===== config.mk =====
export PLATFORM = sky130hd
export DESIGN_NAME = fpaddsub_round_pack_stage
export DESIGN_NICKNAME = d
export VERILOG_FILES = /design/src/rtl/fpaddsub_round_pack_stage.sv
export SDC_FILE = /design/constraint.sdc
export NUM_CORES = 1
export LEC_CHECK = 0
export CAP_MARGIN = 20
export CORE_UTILIZATION = 25
export DETAILED_ROUTE_END_ITERATION = 10
export MAX_ROUTING_LAYER = met4
export PLACE_DENSITY = 0.42
export SYNTH_ARGS = -nofsm -noshare
export SYNTH_HDL_FRONTEND = slang
export SYNTH_SLANG_ARGS = --single-unit

===== constraint.sdc =====
create_clock -name CLK -period 2.7 [get_ports CLK]
set_input_delay 0.54 -clock CLK [delete_from_list [all_inputs] [get_ports CLK]]
set_output_delay 0.54 -clock CLK [all_outputs]
set_load 0.03 [all_outputs]

===== src/rtl/fpaddsub_round_pack_stage.sv =====
// rtl/fpaddsub_round_pack_stage.sv - FP add/sub round, exception resolve and pack stage
module fpaddsub_round_pack_stage #(
  parameter int EXP_BITS = 8,
  parameter int MAN_BITS = 23,
  parameter int RNE_EN   = 1
) (
  input  logic                         CLK,
  input  logic                         RST,
  input  logic                         InValid,
  output logic                         InReady,
  input  logic [MAN_BITS-1:0]          NormM,
  input  logic [EXP_BITS:0]            NormE,
  input  logic                         ZeroSum,
  input  logic                         NegE,
  input  logic                         R,
  input  logic                         S,
  input  logic                         Sign,
  input  logic                         InNaN,
  input  logic                         InInf,
  output logic                         OutValid,
  input  logic                         OutReady,
  output logic [EXP_BITS+MAN_BITS:0]   Z,
  output logic                         Overflow,
  output logic                         Underflow,
  output logic                         Inexact
);

  localparam logic                LP_RNE     = (RNE_EN != 0);
  localparam logic [EXP_BITS+1:0] LP_E_MAX   = {2'b00, {EXP_BITS{1'b1}}};
  localparam logic [EXP_BITS+1:0] LP_E_ZERO  = '0;

  // Stage A state: rounded mantissa plus everything stage B needs to resolve the result
  logic                  r_va;
  logic [MAN_BITS-1:0]   r_a_m;
  logic                  r_a_cout;
  logic [EXP_BITS:0]     r_a_e;
  logic                  r_a_sign;
  logic                  r_a_zero;
  logic                  r_a_nege;
  logic                  r_a_nan;
  logic                  r_a_inf;
  logic                  r_a_inx;

  // Stage B state: the packed word and flags presented downstream
  logic                        r_vb;
  logic [EXP_BITS+MAN_BITS:0]  r_z;
  logic                        r_ovf;
  logic                        r_unf;
  logic                        r_inx;

  logic                  w_a_load;
  logic                  w_b_load;
  logic                  w_round_up;
  logic [MAN_BITS:0]     w_mr;
  logic [EXP_BITS+1:0]   w_e;

  logic [EXP_BITS+MAN_BITS:0]  w_z_nxt;
  logic                        w_ovf_nxt;
  logic                        w_unf_nxt;
  logic                        w_inx_nxt;

  // A stage can take a new item whenever its current content is free to move on into B
  assign w_a_load = ~r_va | ~r_vb | OutReady;
  assign w_b_load = ~r_vb | OutReady;
  assign InReady  = ~RST & w_a_load;

  // Round-to-nearest-even: increment on R with either sticky or an odd LSB (tie-to-even)
  assign w_round_up = LP_RNE & R & (S | NormM[0]);
  assign w_mr       = {1'b0, NormM} + {{MAN_BITS{1'b0}}, w_round_up};

  // Mantissa carry bumps the exponent; the wrapped mantissa field is already zero
  assign w_e = {1'b0, r_a_e} + {{(EXP_BITS+1){1'b0}}, r_a_cout};

  // Exception priority: NaN, Inf, exact zero, underflow flush, overflow, normal pack
  always_comb begin
    w_z_nxt   = '0;
    w_ovf_nxt = 1'b0;
    w_unf_nxt = 1'b0;
    w_inx_nxt = 1'b0;
    if (r_a_nan) begin
      w_z_nxt = {1'b0, {EXP_BITS{1'b1}}, 1'b1, {(MAN_BITS-1){1'b0}}};
    end else if (r_a_inf) begin
      w_z_nxt = {r_a_sign, {EXP_BITS{1'b1}}, {MAN_BITS{1'b0}}};
    end else if (r_a_zero) begin
      w_z_nxt = {r_a_sign, {(EXP_BITS+MAN_BITS){1'b0}}};
    end else if (r_a_nege || (w_e == LP_E_ZERO)) begin
      w_z_nxt   = {r_a_sign, {(EXP_BITS+MAN_BITS){1'b0}}};
      w_unf_nxt = 1'b1;
      w_inx_nxt = 1'b1;
    end else if (w_e >= LP_E_MAX) begin
      w_z_nxt   = {r_a_sign, {EXP_BITS{1'b1}}, {MAN_BITS{1'b0}}};
      w_ovf_nxt = 1'b1;
      w_inx_nxt = 1'b1;
    end else begin
      w_z_nxt   = {r_a_sign, w_e[EXP_BITS-1:0], r_a_m};
      w_inx_nxt = r_a_inx;
    end
  end

  // Stage A register: capture rounded mantissa and side information
  always_ff @(posedge CLK) begin
    if (RST) begin
      r_va     <= 1'b0;
      r_a_m    <= '0;
      r_a_cout <= 1'b0;
      r_a_e    <= '0;
      r_a_sign <= 1'b0;
      r_a_zero <= 1'b0;
      r_a_nege <= 1'b0;
      r_a_nan  <= 1'b0;
      r_a_inf  <= 1'b0;
      r_a_inx  <= 1'b0;
    end else if (w_a_load) begin
      r_va <= InValid;
      if (InValid) begin
        r_a_m    <= w_mr[MAN_BITS-1:0];
        r_a_cout <= w_mr[MAN_BITS];
        r_a_e    <= NormE;
        r_a_sign <= Sign;
        r_a_zero <= ZeroSum;
        r_a_nege <= NegE;
        r_a_nan  <= InNaN;
        r_a_inf  <= InInf;
        r_a_inx  <= R | S;
      end
    end
  end

  // Stage B register: holds result steady while downstream stalls
  always_ff @(posedge CLK) begin
    if (RST) begin
      r_vb  <= 1'b0;
      r_z   <= '0;
      r_ovf <= 1'b0;
      r_unf <= 1'b0;
      r_inx <= 1'b0;
    end else if (w_b_load) begin
      r_vb <= r_va;
      if (r_va) begin
        r_z   <= w_z_nxt;
        r_ovf <= w_ovf_nxt;
        r_unf <= w_unf_nxt;
        r_inx <= w_inx_nxt;
      end
    end
  end

  assign OutValid  = r_vb;
  assign Z         = r_z;
  assign Overflow  = r_ovf;
  assign Underflow = r_unf;
  assign Inexact   = r_inx;

endmodule

==> key figures <==
CTS
  • Num CTS Buffers: 9
  • Clk buf depth: 2
  • Root Buffer: clkbuf_16
  • H-tree levels: 3
  • Number of clock sinks: 76
  • PostCTS Resize Cnt: 0
  • Clk_lat worst skew: 0.33 ns
  • Clock-pin slew on the worst setup and hold paths: 0.06 ns
  • CTS tree: built
  • Hold buffer count at cts: 0
  • Setup repair bufs after CTS: 0

Route
  • Pre-antenna DRT Iters: 4
  • DRC: 0
  • Vias: 2929
  • Avg WL per Cell: 14.1 µm
  • DRT iter0 DRCs: 110
  • Vias per Instance: 4.62
  • Drt total wl: 8970 µm
  • Antenna Nets Post-Route: 0

Synth
  • Cell area after synthesis: 3300 µm²
  • Syn_nets: 420
  • Synth Flop Type: dfxtp_1
  • #FFs+latches synth: 76
  • Seq/Total Area, Yosys: 0.460
  • Syn. warnings: 0
  • Yosys cell types: 40
  • Mean area per synthesized cell: 8.86 µm²
  • Post-synth EDFFs: 0
  • Fraction of registers with async set/reset: 0
  • Cells after synthesis: 373

Timing
  • Worst Tran Pin Value: 1.05 ns
  • Fmax: 396 MHz
  • Tmin final: 2.52 ns
  • Final hold violation count: 0
  • Final setup vio count: 0
  • Setup TNS: 0 ns
  • Fin crit share: 0.935
  • Pins Over Slew Limit: 0
  • Clock Skew: 0.00798 ns
  • Max-slew headroom: 0.297
  • RSZ-0062 raised after global routing: false

Cells and area
  • Final #Nets: 504
  • Fin area: 4630 µm²
  • Number of diodes: 0
  • P&R area growth vs syn: 40.0%
  • Largest register FFs: 32
  • Layout cells sized above 1: 0.0844
  • # fillers: 1327

Worst setup path
  • R2r startpoint: r_a_cout
  • R2R Setup Slk: 0.22 ns
  • Crit Path Category: primary input to output pin
  • Path depth of the worst reg2reg path: 9
  • Worst Path Arrival: 1.98 ns
  • CP endpoint kind: output pin
  • Worst Path Required: 2.16 ns
  • Critical path peak fanout: 6
  • CP startpoint kind: primary input
  • RR Endpoint: Z[18]

Floorplanning
  • Area of the core: 12800 µm²
  • Chip Height: 117 µm
  • Floorplan row count: 41
  • Die area: 13700 µm²
  • Die W: 117 µm
  • I/O pin cnt: 80
  • Starting Density: 0.259

Min path
  • Hold endpoint: r_a_sign
  • Worst hold stages: 2
  • Min-delay src: r_a_sign
  • Tightest Hold Check Type: register to register

GRT
  • Largest net degree at the start of global routing: 61
  • Vias in the first global route: 2775
  • Total global routing overflow: 0
  • Global Route Usage Sum: 0.143
  • Global-route wire length before repair: 14500 µm
  • Antenna violations before repair: 0

Outcome
  • Status: finished, final reports clean

Pwr
  • Power per Cell Area: 607 nW/µm²
  • Leakage Power: 1.70 nW
  • VDD IR max: 0.277 mV

Placed design
  • DP Area: 4320 µm²
  • DPL Wire Length: 6730 µm
  • Placer Congestion: 0.803
  • Port buffer count: 79

Run
  • Max cap viols: 0
[area by class of cell]
| cell class | count | area, µm² | share of cell area |
|---|---|---|---|
| multi-input cells | 275 | 1680 | 0.363 |
| repair buffers | 95 | 906 | 0.196 |
| flip-flops and latches | 76 | 1520 | 0.329 |
| clock inverters | 4 | 47.5 | 0.0103 |
| clock buffers | 12 | 256 | 0.0554 |
| well taps | 172 | 215 | 0.0465 |
[worst max-delay path, stage by stage]
cell and delay [ns]:
clkdlybuf4s50_1 0.40, nor2b_1 0.32, a21oi_1 0.13, clkdlybuf4s50_1 0.60
[worst max path at each step]
stage / start / cells past startpoint / endpoint / slack (ns)
floorplan: r_a_cout / 9 / Z[10] / 0.30
global placement: NormM[2] / 6 / r_a_m[21] / 0.20
detailed placement: R / 8 / r_a_m[22] / 0.16
CTS: OutReady / 4 / InReady / 0.19
global route: r_a_cout / 10 / Z[23] / 0.06
finish: OutReady / 4 / InReady / 0.18
[metrics by stage]
step	total power [W]	util	std cells	setup slack (ns)	hold WS (ns)
global placement	0.00162	0.338	618	0.196	0.449
floorplan	0.00144	-	373	0.301	0.436
CTS	0.00286	0.362	634	0.186	0.458
global route	0.00294	0.362	634	0.0588	0.481
finish	0.00281	0.362	634	0.175	0.461
detailed placement	0.00162	0.338	618	0.156	0.453
[power by group]
group	switching, W	internal, W	total (W)
Combinational	0.000197	0.000175	0.000371
Clock	0.000453	0.000763	0.00122
Sequential	0.0000401	0.00118	0.00122
[cell families after synthesis]
| logic type | Yosys count | synth area share |
|---|---|---|
| AO/OA/AOI/OAI | 85 | 0.189 |
| XOR/XNOR | 26 | 0.0689 |
| multiplexers | 3 | 0.00947 |
| buffers and inverters | 22 | 0.0322 |
| AND/OR/NAND/NOR | 157 | 0.225 |
| flip-flops | 76 | 0.460 |
| adder cells (fa/ha/maj) | 4 | 0.0151 |
[cells in the mapped netlist (2+ instances only)]
cell      count  area [µm²]
ha_1          4        50.1
a311oi_1      2        17.5
nor2b_1       2        12.5
xnor2_1      11        96.3
and4_1        6        52.6
or3_1         3        18.8
o21ai_0       5        25.0
a211oi_1     21         158
buf_6         3        33.8
nand3b_1      2        15.0
mux2i_1       2        20.0
dfxtp_1      76        1520
nand2_1      51         191
o22ai_1       2        12.5
nand3_1      13        65.1
xor2_1       15         131
clkbuf_1     17        63.8
nor3_1       10        50.1
a21oi_1      23         115
nor2_1       43         161
a22o_1       22         193
and2_1        6        37.5
and3_1        7        43.8
nand2b_1      3        18.8
o32ai_1       4        35.0
nand4_1       6        37.5
[cell usage in the layout, fill, tap and decap left out, drive strengths merged, types with 11 or more instances in the layout]
master and n:
buf 17, clkbuf 12, a22o 22, a211oi 21, clkdlybuf4s50 78, nand2 51
a21oi 23, xnor2 11, nand3 13, nor2 43, nor3 11, xor2 15
dfxtp 76
[per-layer routing]
layer	up-vias	GRT usage	part of all wire
met2	59	0.207	0.44
met4	0	0.0506	0.013
met3	8	0.0191	0.033
met1	1354	0.204	0.52
met5	-	-	0
li1	1508	-	-
(Power assumes the default switching activity.)
